[src/rtl/pipeline_ctrl_pkg.sv]
// Shared definitions for the pipeline controller: stall bus layout, FSM states
// and the default exception entry point.
package pipeline_ctrl_pkg;

  // Width of the per-stage hold bus.
  localparam int unsigned StallBus = 6;

  // Bit positions on the stall bus, fetch side first.
  localparam int unsigned StallPc   = 0;
  localparam int unsigned StallIfId = 1;
  localparam int unsigned StallIdEx = 2;
  localparam int unsigned StallExMem = 3;
  localparam int unsigned StallMemWb = 4;
  localparam int unsigned StallWb   = 5;

  localparam logic [31:0] DefaultExcVector = 32'hBFC00380;

  typedef enum logic [1:0] {
    StRun    = 2'd0,
    StWaitIf = 2'd1,
    StFlush  = 2'd2
  } ctrl_state_e;

  // Hold mask covering every stage from the PC up to and including bit idx.
  function automatic logic [StallBus-1:0] stall_through(input int unsigned idx);
    logic [StallBus-1:0] mask;
    mask = '0;
    for (int unsigned i = 0; i < StallBus; i++) begin
      if (i <= idx) mask[i] = 1'b1;
    end
    return mask;
  endfunction

endpackage

[src/rtl/pipeline_ctrl.sv]
// Pipeline hazard/exception controller: priority-encodes per-stage stall
// requests and turns a committed exception or ERET into a single-cycle flush
// with a redirect PC, waiting for any in-flight fetch to finish first.
// Optional performance counters are built when PIPELINE_CTRL_PERF_CNT_EN is defined.
module pipeline_ctrl
  import pipeline_ctrl_pkg::*;
#(
  parameter logic [31:0] EXC_VECTOR = DefaultExcVector
) (
  input  logic                clk,
  input  logic                reset,
  input  logic                stallreq_if,
  input  logic                stallreq_id,
  input  logic                stallreq_ex,
  input  logic                stallreq_mem,
  input  logic                exc_valid,
  input  logic                exc_is_eret,
  input  logic [31:0]         cp0_epc,
  output logic [StallBus-1:0] stall,
  output logic                flush,
  output logic [31:0]         new_pc,
  output logic [31:0]         stall_cycles,
  output logic [31:0]         flush_count
);

  ctrl_state_e state_q, state_d;
  logic [31:0] target_q, target_d;

  // State and redirect-target registers.
  always_ff @(posedge clk) begin
    if (reset) begin
      state_q  <= StRun;
      target_q <= 32'h0;
    end else begin
      state_q  <= state_d;
      target_q <= target_d;
    end
  end

  // Next state, target capture and stall/flush/new_pc decode.
  always_comb begin
    state_d  = state_q;
    target_d = target_q;
    stall    = '0;
    flush    = 1'b0;
    new_pc   = 32'h0;

    unique case (state_q)
      StRun: begin
        if (stallreq_mem)     stall = stall_through(StallMemWb);
        else if (stallreq_ex) stall = stall_through(StallExMem);
        else if (stallreq_id) stall = stall_through(StallIdEx);
        else if (stallreq_if) stall = stall_through(StallIfId);

        if (exc_valid) begin
          target_d = exc_is_eret ? cp0_epc : EXC_VECTOR;
          // An outstanding fetch must drain before the redirect takes effect.
          state_d  = stallreq_if ? StWaitIf : StFlush;
        end
      end
      StWaitIf: begin
        // Freeze everything; later exceptions belong to squashed instructions.
        stall = stall_through(StallWb);
        if (!stallreq_if) state_d = StFlush;
      end
      StFlush: begin
        flush   = 1'b1;
        new_pc  = target_q;
        state_d = StRun;
      end
      default: state_d = StRun;
    endcase
  end

`ifdef PIPELINE_CTRL_PERF_CNT_EN
  logic [31:0] stall_cycles_q;
  logic [31:0] flush_count_q;

  // Free-running wrap-around event counters.
  always_ff @(posedge clk) begin
    if (reset) begin
      stall_cycles_q <= 32'h0;
      flush_count_q  <= 32'h0;
    end else begin
      if (stall != '0) stall_cycles_q <= stall_cycles_q + 32'd1;
      if (flush)       flush_count_q  <= flush_count_q + 32'd1;
    end
  end

  assign stall_cycles = stall_cycles_q;
  assign flush_count  = flush_count_q;
`else
  assign stall_cycles = 32'h0;
  assign flush_count  = 32'h0;
`endif

endmodule

[config.mk]
export PLATFORM = sky130hd
export DESIGN_NAME = pipeline_ctrl
export DESIGN_NICKNAME = d
export VERILOG_FILES = /design/src/rtl/pipeline_ctrl_pkg.sv /design/src/rtl/pipeline_ctrl.sv
export SDC_FILE = /design/constraint.sdc
export NUM_CORES = 1
export LEC_CHECK = 0
export ABC_AREA = 0
export CORE_MARGIN = 2
export CORE_UTILIZATION = 39
export CTS_BUF_LIST = sky130_fd_sc_hd__clkbuf_4 sky130_fd_sc_hd__clkbuf_8
export CTS_CLUSTER_SIZE = 30
export DETAILED_ROUTE_END_ITERATION = 10
export PLACE_DENSITY = 0.86
export SLEW_MARGIN = 20
export SYNTH_ARGS = -nofsm -noshare
export SYNTH_HDL_FRONTEND = slang
export SYNTH_SLANG_ARGS = --single-unit
[constraint.sdc]
create_clock -name clk -period 3.1 [get_ports clk]
set_clock_uncertainty 0.2 [all_clocks]
set_input_delay 0.31 -clock clk [delete_from_list [all_inputs] [get_ports clk]]
set_output_delay 0.31 -clock clk [all_outputs]
set_load 0.05 [all_outputs]
* After elaboration in Yosys (flattened, before gate mapping)
Cells that the tools add are included.
Word-level totals: register bits after elaboration 34, output and inout bits 103, bits of input ports 40
Cells by class: reductions and logical operators 3, eq/ne operators 4, muxes and demuxes 12
Operators by type and width (count):
- $mux W32 | 2
- $pmux W6 S2 | 1
- $mux W2 | 4
- $mux W5 | 1
- $mux W4 | 1
- $ne A2 B2 Y1 const B | 2
- $pmux W2 S2 | 1
- $reduce_and A2 Y1 | 2
- $mux W3 | 1
- $eq A2 B1 Y1 const B | 1
- $eq A2 B2 Y1 const B | 1
- $logic_not A2 Y1 | 1
- $mux W1 | 1

* Depth between registers and ports, before layout
word-level depth 5, gate-level depth with buffers 6, mapped depth without buffers 3

* Least setup slack after synthesis
OpenSTA, ideal clock, no wires.
path kind flip-flop to output port, start point register state_q[1], end point output port new_pc[22], data required time 2.590 ns, cell stages (with the launch flop) 5, arrival time 1.787 ns, slack 0.803 ns, buffers on the path 2, cells stage by stage dfxtp_1 buf_6 nor2b_1 clkbuf_1 and2_1
On the way: word-level cells in the longest chain between the ends 2
RTL lines:
- start: declaration | line pipeline_ctrl.sv:26 | ctrl_state_e state_q, state_d;
- start signal: assignment | line pipeline_ctrl.sv:32 | state_q <= StRun;
- start signal: assignment | line pipeline_ctrl.sv:35 | state_q <= state_d;
- $eq A2 B2 Y1 | line pipeline_ctrl.sv:48 | unique case (state_q)
- $mux W32 | line pipeline_ctrl.sv:48
- end: declaration | line pipeline_ctrl.sv:21 | output logic [31:0] new_pc,
Every way passes these cells.

* Worst setup path after layout
Same ends and word-level chain as after synthesis.

==> metrics.csv <==
metric,value,unit
finalCriticalPeriod,2.73,ns
worst_setup_path_end_kind,output pin,
root_buffer,clkbuf_8,
rows,26,
period_share,88.0,%
multi_input_area,1060,µm²
num_antenna_cells,0,
clockBufferDepth,2,
post-place-ws,0.439,ns
start_util,40.6,%
die_w,76.9,µm
antenna_found_initial,0,
clk_latency,0.27,ns
coreArea,5110,µm²
whs_endpoint,target_q[1],
drv_cap,0,
routed_via_density,4.18,
final.setup.worst_slack,0.373,ns
leakage,0.00112,µW
numPortBuffers,78,
ctsHtreeMaxLevel,2,
syn_inst,261,
dr.pass1.iters,4,
regArea,681,µm²
reg2reg_to,target_q[2],
ys_top_cells_by_area,"dfxtp_1 33%, buf_4 24%, and2_1 9.7%",
ys_seq_elements,34,
cp.depth,4,
crit_family,buffers and inverters,
synth_cell_types,20,
worst-setup-path-type,reg2out,
cts_sinks,34,
cp.arrival,2.22,ns
cts_made_buffers,5,
place.gp.congestion,0.671,
cts_tree,done,
wl_per_cell,10.9,µm
grt_usage,14.9,%
final_nets,373,
yosys.area.top_type_share,32.8,%
crit_buf_inv,2,
hp-start,target_q[1],
dp_cells,396,
hold_class,reg2reg,
synth_largest_area_cell,dfxtp_1,
p_per_area,445,nW/µm²
seq_area_frac_synth,32.8,%
r2r_start,state_q[1],
grt_max_degree,33,
cpMaxStageDelayCell,clkdlybuf4s50_1,
io_pins,143,
rsz0062_at_grt,false,
clk_pin_slew,0.07,ns
ctsResizeCount,0,
synth_area,2070,µm²
clock.fmax,367,MHz
area_growth,34.3,%
required,2.59,ns
wl,4420,µm
drc,0,
tightest_slew,0.638,ns
globalRoute.totalOverflow,0,
finalSetupViolCount,0,
route.vias.total,1689,
post_cts_buffers,0,
layout-drive-gt1-share,8.08,%
rr_worst_depth,4,
ir_worst_vdd,0.000254,V
die_area,5920,µm²
ys.warnings.count,0,
grt_pass1_wl,7250,µm
crit_path_max_fanout,19,
drt_iter0_drc,59,
ant_nets,0,
reg2reg_slack,1.36,ns
holdPathStages,2,
syn_area_per_cell,7.94,µm²
die_h,76.9,µm
status,completed,
grt_pass1_vias,1644,
maxSlewViolCount,0,
startpoint_type,register,
hold_viol_final,0,
crit_chain,nor2b_2 -> buf_4 -> and2_1 -> clkdlybuf4s50_1,
layoutNonFillerInstCount,404,
fill_cells,497,
hold_buffers,0,
dpl.hpwl,3270,µm
fin_setup_tns,0,ns
critPathMaxStageDelay,0.80,ns
maxSlewHeadroom,57.4,%
logic make-up (layout without fill, tap and decap cells):
group / Yosys count / count (layout) / share of synthesized area, %
AOI/OAI and AO/OA: 20 / 20 / 4.83
buffers and inverters: 83 / 93 / 27.9
DFF: 34 / 34 / 32.8
other: 1 / 64 / 0.181
and+or+nand+nor: 123 / 123 / 34.3
registers in the layout, summed over array words and instances, names as in the netlist:
signal	flops
target_q	32
state_q	2
synthesized netlist by cell type, drive strengths merged:
library cell  number
buf               74
nand3             20
nor3              13
nor4b              1
nand2             20
nor3b             13
a21oi             20
or3b               1
clkbuf             9
nor2              18
dfxtp             34
nor2b              3
and2              32
nor4               1
conb               1
or4                1
worst max-delay path by stage:
| stage | from | to | slack (ns) |
|---|---|---|---|
| 6_report | state_q[1] | new_pc[22] | 0.37 |
| 2_1_floorplan | state_q[1] | new_pc[22] | 0.80 |
| 3_5_place_dp | stallreq_ex | stall[0] | 0.44 |
| 5_1_grt | state_q[1] | new_pc[22] | 0.25 |
| 3_3_place_gp | stallreq_ex | stall[0] | 0.49 |
| 4_1_cts | state_q[1] | new_pc[22] | 0.35 |
worst reg2reg max path, stage by stage (launching register included):
cell and delay (ns):
dfxtp_1 0.42, nor3b_4 0.56, buf_12 0.23, nand3_1 0.09, a21oi_1 0.17
stage by stage:
| stage | total power, µW | util [%] | hold slack, ns | cell area, µm² |
|---|---|---|---|---|
| 6_report | 1240 | 54.5 | 0.249 | 2780 |
| 5_1_grt | 1290 | 54.5 | 0.281 | 2780 |
| 4_1_cts | 1250 | 54.5 | 0.252 | 2780 |
| 3_5_place_dp | 871 | 52.4 | 0.242 | 2670 |
| 3_3_place_gp | 866 | 52.4 | 0.234 | 2670 |
| 2_1_floorplan | 837 | - | 0.189 | 2310 |
per-layer routing:
metal / share of wire [%] / GRT usage (%) / vias to the layer above
met3: 9.2 / 4.12 / 5
met1: 39 / 16.0 / 742
met4: 0.86 / 4.91 / 0
li1: - / - / 854
met2: 51 / 27.9 / 88
met5: 0 / 0 / -
cell type report:
cell class,count,share of cell area [%]
clock buffer,8,3.96
multi-input combinational,207,38.1
sequential,34,24.4
tap,70,3.15
timing repair buffer,85,30.4
power by group:
part           switching (µW)  internal (µW)
sequential               13.6            463
clock                     154            224
combinational             282            102
total                     450            789
placed cells by master, fill, tap and decap left out:
| cell type | Yosys | layout |
|---|---|---|
| nand2_1 | 20 | 20 |
| or3b_1 | 1 | 1 |
| conb_1 | 1 | 64 |
| clkdlybuf4s50_1 | 0 | 78 |
| nor3b_2 | 11 | 10 |
| nor2_1 | 18 | 18 |
| dfxtp_1 | 34 | 34 |
| buf_4 | 65 | 6 |
| nor2b_2 | 0 | 1 |
| nor4b_1 | 1 | 1 |
| nor2b_1 | 3 | 2 |
| and2_1 | 32 | 32 |
| nor3_1 | 13 | 13 |
| clkbuf_8 | 0 | 8 |
| nor3b_4 | 0 | 1 |
| nor4_1 | 1 | 1 |
| a21oi_1 | 20 | 20 |
| or4_1 | 1 | 1 |
| nand3_1 | 20 | 20 |
| nor3b_1 | 2 | 2 |
| buf_12 | 0 | 1 |
No activity file was read; power rests on OpenSTA's default activity.
